[src/rtl/vga_comp_pkg.sv]
// Shared blink-mode encodings and default colour constants for the VGA layer compositor.
package vga_comp_pkg;

  typedef enum logic [1:0] {
    BLINK_STEADY   = 2'b00,
    BLINK_SLOW     = 2'b01,
    BLINK_FAST     = 2'b10,
    BLINK_FAST_INV = 2'b11
  } blink_mode_t;

  localparam int DEFAULT_RGB_W = 12;
  localparam logic [DEFAULT_RGB_W-1:0] DEFAULT_BG_COLOR = 12'h000;

endpackage

[src/rtl/blink_divider.sv]
// Blink phase generator: free-running divider whose wraps are held pending and applied only at frame start.
module blink_divider
  import vga_comp_pkg::*;
#(
  parameter int DIV = 4
) (
  input  logic clock,
  input  logic reset,
  input  logic frame_start,
  output logic phase
);

  localparam int CNT_W = (DIV > 1) ? $clog2(DIV) : 1;

  logic [CNT_W-1:0] count;
  logic             pending;
  logic             wrap;

  assign wrap = (count == CNT_W'(DIV - 1));

  always_ff @(posedge clock or posedge reset) begin
    if (reset) begin
      count <= '0;
    end else if (wrap) begin
      count <= '0;
    end else begin
      count <= count + CNT_W'(1);
    end
  end

  // A wrap landing on the frame-start clock is applied directly instead of being parked.
  always_ff @(posedge clock or posedge reset) begin
    if (reset) begin
      phase   <= 1'b0;
      pending <= 1'b0;
    end else if (frame_start) begin
      phase   <= phase ^ (pending | wrap);
      pending <= 1'b0;
    end else if (wrap) begin
      pending <= 1'b1;
    end
  end

endmodule

[src/rtl/vga_layer_compositor.sv]
// Prioritised multi-layer VGA pixel compositor with frame-aligned blink gating.
// Optional build macro VGA_COMP_DIM_EN: blinked-off layers show at half intensity instead of going transparent.
module vga_layer_compositor
  import vga_comp_pkg::*;
#(
  parameter int                NUM_LAYERS = 4,
  parameter int                RGB_W      = DEFAULT_RGB_W,
  parameter int                SLOW_DIV   = 33333333,
  parameter int                FAST_DIV   = 16666667,
  parameter logic [RGB_W-1:0]  BG_COLOR   = DEFAULT_BG_COLOR
) (
  input  logic                        clock,
  input  logic                        reset,
  input  logic                        pixel_tick,
  input  logic                        video_on,
  input  logic                        hsync_in,
  input  logic                        vsync_in,
  input  logic [NUM_LAYERS-1:0]       layer_on,
  input  logic [NUM_LAYERS*RGB_W-1:0] layer_rgb,
  input  logic [NUM_LAYERS-1:0]       layer_en,
  input  logic [2*NUM_LAYERS-1:0]     blink_sel,
  output logic                        hsync,
  output logic                        vsync,
  output logic [RGB_W-1:0]            rgb,
  output logic                        blink_slow,
  output logic                        blink_fast
);

  logic                  vsync_q;
  logic                  frame_start;
  logic [NUM_LAYERS-1:0] gate;
  logic [NUM_LAYERS-1:0] present;
  logic [RGB_W-1:0]      selected;

`ifdef VGA_COMP_DIM_EN
  localparam int CH_W = RGB_W / 3;

  function automatic logic [RGB_W-1:0] half_intensity(input logic [RGB_W-1:0] c);
    logic [RGB_W-1:0] d;
    d = '0;
    for (int ch = 0; ch < 3; ch++) begin
      d[ch*CH_W +: CH_W] = c[ch*CH_W +: CH_W] >> 1;
    end
    return d;
  endfunction
`endif

  // Frame start is the falling edge of the raw (active-low) vsync.
  always_ff @(posedge clock or posedge reset) begin
    if (reset) begin
      vsync_q <= 1'b1;
    end else begin
      vsync_q <= vsync_in;
    end
  end

  assign frame_start = vsync_q & ~vsync_in;

  blink_divider #(.DIV(SLOW_DIV)) u_blink_slow (
    .clock       (clock),
    .reset       (reset),
    .frame_start (frame_start),
    .phase       (blink_slow)
  );

  blink_divider #(.DIV(FAST_DIV)) u_blink_fast (
    .clock       (clock),
    .reset       (reset),
    .frame_start (frame_start),
    .phase       (blink_fast)
  );

  always_comb begin
    gate    = '0;
    present = '0;
    for (int i = 0; i < NUM_LAYERS; i++) begin
      present[i] = layer_on[i] & layer_en[i];
      case (blink_mode_t'(blink_sel[2*i +: 2]))
        BLINK_STEADY:   gate[i] = 1'b1;
        BLINK_SLOW:     gate[i] = blink_slow;
        BLINK_FAST:     gate[i] = blink_fast;
        BLINK_FAST_INV: gate[i] = ~blink_fast;
        default:        gate[i] = 1'b1;
      endcase
    end
  end

  // Walk from the lowest priority upward so the lowest-index hit overwrites the rest.
  always_comb begin
    selected = BG_COLOR;
    for (int i = NUM_LAYERS - 1; i >= 0; i--) begin
      if (present[i] && gate[i]) begin
        selected = layer_rgb[i*RGB_W +: RGB_W];
      end
`ifdef VGA_COMP_DIM_EN
      else if (present[i]) begin
        selected = half_intensity(layer_rgb[i*RGB_W +: RGB_W]);
      end
`endif
    end
    if (!video_on) begin
      selected = '0;
    end
  end

  always_ff @(posedge clock or posedge reset) begin
    if (reset) begin
      rgb   <= '0;
      hsync <= 1'b1;
      vsync <= 1'b1;
    end else if (pixel_tick) begin
      rgb   <= selected;
      hsync <= hsync_in;
      vsync <= vsync_in;
    end
  end

endmodule

[config.mk]
export PLATFORM = sky130hd
export DESIGN_NAME = vga_layer_compositor
export DESIGN_NICKNAME = d
export VERILOG_FILES = /design/src/rtl/vga_comp_pkg.sv /design/src/rtl/blink_divider.sv /design/src/rtl/vga_layer_compositor.sv
export SDC_FILE = /design/constraint.sdc
export NUM_CORES = 1
export LEC_CHECK = 0
export ABC_AREA = 0
export BUFFER_PORTS_ARGS = -buffer_cell sky130_fd_sc_hd__buf_2
export CORE_UTILIZATION = 55
export DETAILED_ROUTE_END_ITERATION = 16
export PLACE_DENSITY = 0.81
export SLEW_MARGIN = 25
export SYNTH_ARGS = -nofsm -noshare
export SYNTH_HDL_FRONTEND = slang
export SYNTH_HIERARCHICAL = 1
export SYNTH_SLANG_ARGS = --single-unit
[constraint.sdc]
create_clock -name clock -period 2.4 [get_ports clock]
set_input_delay 0.48 -clock clock [delete_from_list [all_inputs] [get_ports clock]]
set_output_delay 0.48 -clock clock [all_outputs]
set_load 0.02 [all_outputs]
==> results.sh <==
export IMPL_outcome="complete, no violations"
export IMPL_fin_tns_setup_ns=0
export IMPL_ys_async_sr_fraction=1.000
export IMPL_track_usage=0.2564
export IMPL_cts_setup_buffers=0
export IMPL_post_route_period_util=0.8293
export IMPL_viasPerCell=5.888
export IMPL_synth_cells=383
export IMPL_path_clk_slew_ns=0.08
export IMPL_die_y_um=85.75
export IMPL_synth_compound_area_frac=0.1336
export IMPL_area_growth_pct=18.20
export IMPL_required_ns=2.61
export IMPL_syn_nets=457
export IMPL_dr_pass1_iters=4
export IMPL_worst_ep_arrival_time_ns=2.20
export IMPL_hpwl_mm=6.675
export IMPL_cts_path_max_buffers=2
export IMPL_tritoncts="done"
export IMPL_tightest_slew_ns=0.7059
export IMPL_hold_viol=0
export IMPL_num_rows=30
export IMPL_synth_top_family_by_area="simple AND/OR/NAND/NOR gates"
export IMPL_port_buffers=85
export IMPL_place_congestion=0.8407
export IMPL_wire_per_inst_um=15.58
export IMPL_endpoint_kind="flop"
export IMPL_antenna_cells=0
export IMPL_synth_xor_area_share=0.07039
export IMPL_critical_path_cell_chain="buf_4, nor3b_1, a311o_2, nand3_2, o221ai_1, o22ai_1"
export IMPL_synthTopCellsByArea="dfrtp_1 (42%), xnor2_1 (4.3%), nand3_1 (2.7%), a311oi_1 (2.7%), o221ai_1 (2.7%)"
export IMPL_drv_slew=0
export IMPL_cts_resized=0
export IMPL_worst_clock_skew_ns=0.009552
export IMPL_fmax_ghz=0.5024
export IMPL_muxShareOfSynthArea=0.02141
export IMPL_maxCapViolations=0
export IMPL_final_nets=545
export IMPL_first_global_vias=3209
export IMPL_drc_errors=0
export IMPL_vias=3368
export IMPL_path_class="flop to flop"
export IMPL_initial_core_util=0.5678
export IMPL_use_met1=0.3133
export IMPL_top_usage_layer="met2"
export IMPL_maxSlewHeadroom=0.5294
export IMPL_yosysUniqueCellTypes=62
export IMPL_yosysWarnings=6
export IMPL_postCtsHoldBufs=0
export IMPL_design_power_total_uw=2321
export IMPL_synth_ff_type="dfrtp_1"
export IMPL_leakage_uw=0.002061
export IMPL_crit_slowest_cell="dfrtp_1"
export IMPL_clock_latency_ns=0.35
export IMPL_drt_iter0_drc=214
export IMPL_grtUsageMet3=0.05005
export IMPL_synth_top_area_frac=0.4217
export IMPL_cts_htree_levels=3
export IMPL_die_w_um=85.75
export IMPL_fillers=547
export IMPL_grt_max_degree=27
export IMPL_synth_edf_count=0
export IMPL_ir_drop_uv=506.1
export IMPL_clockRootBuffer="clkbuf_8"
export IMPL_powerDensity_nw_per_um2=509.1
export IMPL_synth_area_um2=3857
export IMPL_seq_area_frac_synth=0.4421
export IMPL_start_kind="flop"
export IMPL_syn_mean_instance_area_um2=10.07
export IMPL_gr_total_overflow=0
export IMPL_antenna_found_initial=0
export IMPL_critPathMaxFanout=14
export IMPL_postRouteAntennaNets=0
export IMPL_setup_viol=0
export IMPL_cts_sinks=68
export IMPL_drive_gt1_frac=0.2857
export IMPL_period_needed_ns=1.990
export IMPL_core_area_um2=6794
export IMPL_rsz0062_at_grt="false"
export IMPL_netlist_top_cell_by_area="dfrtp_1"
export IMPL_numCtsBuffers=9
export IMPL_io_pins=86
export IMPL_ys_ff_latch=68
export IMPL_synth_adder_area_share=0.01297
export IMPL_grt_pass1_wl_mm=14.64
export IMPL_use_met2=0.4429
export IMPL_hp_class="input pin to async pin"
export IMPL_synthSimpleGateAreaFrac=0.2728
export IMPL_dieArea_um2=7352
export IMPL_cp_slowest_stage_delay_ns=0.42
export IMPL_routed_wl_mm=8.912
[layout make-up]
| class | count | area, um^2 | area share |
|---|---|---|---|
| clock buffers | 13 | 168.9 | 0.03705 |
| flip-flops and latches | 68 | 1705 | 0.3740 |
| well taps | 96 | 120.1 | 0.02634 |
| repair buffers | 93 | 485.5 | 0.1065 |
| clock inverters | 3 | 20.02 | 0.004391 |
| inverters | 20 | 75.07 | 0.01647 |
| multi-input cells | 279 | 1984 | 0.4352 |
[final timing paths]
path,startpoint,endpoint,slack [ns],cells after the start
max,u_blink_fast/phase,rgb[10],0.41,6
min,reset,u_blink_slow/count[12],0.16,2
max reg2reg,u_blink_fast/phase,rgb[10],0.41,6
min reg2reg,u_blink_fast/count[23],u_blink_fast/count[23],0.47,1
max in group asynchronous,reset,u_blink_slow/count[3],1.65,3
min in group clock,vsync_in,vsync_q,0.25,1
[cell families after synthesis]
logic type / Yosys count
flops: 68
buf+inv: 36
xor+xnor: 31
mux: 8
compound gates: 69
fa+ha+maj: 4
simple gates: 167
[routing by layer]
| metal | share of wire | wire length, um |
|---|---|---|
| met5 | 0 | 0 |
| met4 | 0.020 | 179 |
| met3 | 0.042 | 370 |
| met2 | 0.51 | 4568 |
| met1 | 0.43 | 3793 |
[cell usage after synthesis (all sizes together) (7+ instances only)]
| master | n |
|---|---|
| nor2 | 27 |
| xor2 | 12 |
| and3 | 11 |
| o21ai | 7 |
| a21oi | 10 |
| nand3 | 23 |
| nand4 | 17 |
| o22ai | 12 |
| dfrtp | 65 |
| o221ai | 12 |
| and2 | 14 |
| nand2 | 19 |
| buf | 13 |
| xnor2 | 19 |
| nor3 | 7 |
| nor2b | 7 |
| a311oi | 13 |
| inv | 20 |
| nor4 | 7 |
[cell usage in the layout (no fill, tap or decap), types with 4 or more instances in the layout]
| cell type | count |
|---|---|
| a21oi_1 | 10 |
| a311oi_1 | 11 |
| and2_1 | 14 |
| and3_1 | 10 |
| buf_2 | 85 |
| buf_4 | 8 |
| clkbuf_8 | 12 |
| dfrtp_1 | 65 |
| ha_1 | 4 |
| inv_1 | 20 |
| mux2i_1 | 6 |
| nand2_1 | 18 |
| nand2b_1 | 6 |
| nand3_1 | 21 |
| nand4_1 | 14 |
| nor2_1 | 27 |
| nor2b_1 | 7 |
| nor3_1 | 4 |
| nor4_1 | 5 |
| o21ai_0 | 6 |
| o221ai_1 | 12 |
| o22ai_1 | 12 |
| o31ai_1 | 5 |
| or3_1 | 6 |
| or4_1 | 4 |
| xnor2_1 | 19 |
| xor2_1 | 12 |
[critical path, delay by kind of cell, from the launching register on]
kind            cells  cell delay (ns)
buf+inv             1             0.18
compound gates      3             0.77
simple gates        2             0.49
flops               1             0.42
[where the power goes]
group          total (uW)  switching [uW]  internal [uW]  leakage (uW)
clock                 886             428            458     0.0000917
combinational         249             144            105       0.00108
sequential           1190            13.6           1170      0.000892
total                2320             585           1740       0.00206
[sequential cells by signal, indices dropped and copies added, names as in the netlist]
register,cells
vsync_q,1
u_blink_slow/phase,1
u_blink_fast/phase,1
u_blink_fast/count,24
hsync,1
u_blink_slow/count,25
vsync,1
u_blink_fast/pending,1
rgb,12
u_blink_slow/pending,1
[metrics by stage]
step / instance area (um^2) / utilization / instances / setup slack [ns] / hold slack (ns)
3_3_place_gp: 4358 / 0.6414 / 556 / 0.1811 / 0.4609
3_5_place_dp: 4370 / 0.6433 / 556 / 0.4474 / 0.4617
2_1_floorplan: 3857 / - / 383 / 0.6711 / 0.3793
5_1_grt: 4559 / 0.6711 / 572 / 0.2712 / 0.1823
4_1_cts: 4559 / 0.6711 / 572 / 0.4285 / 0.1591
6_report: 4559 / 0.6711 / 572 / 0.4096 / 0.1579
No activity file was read; power rests on OpenSTA's default activity.
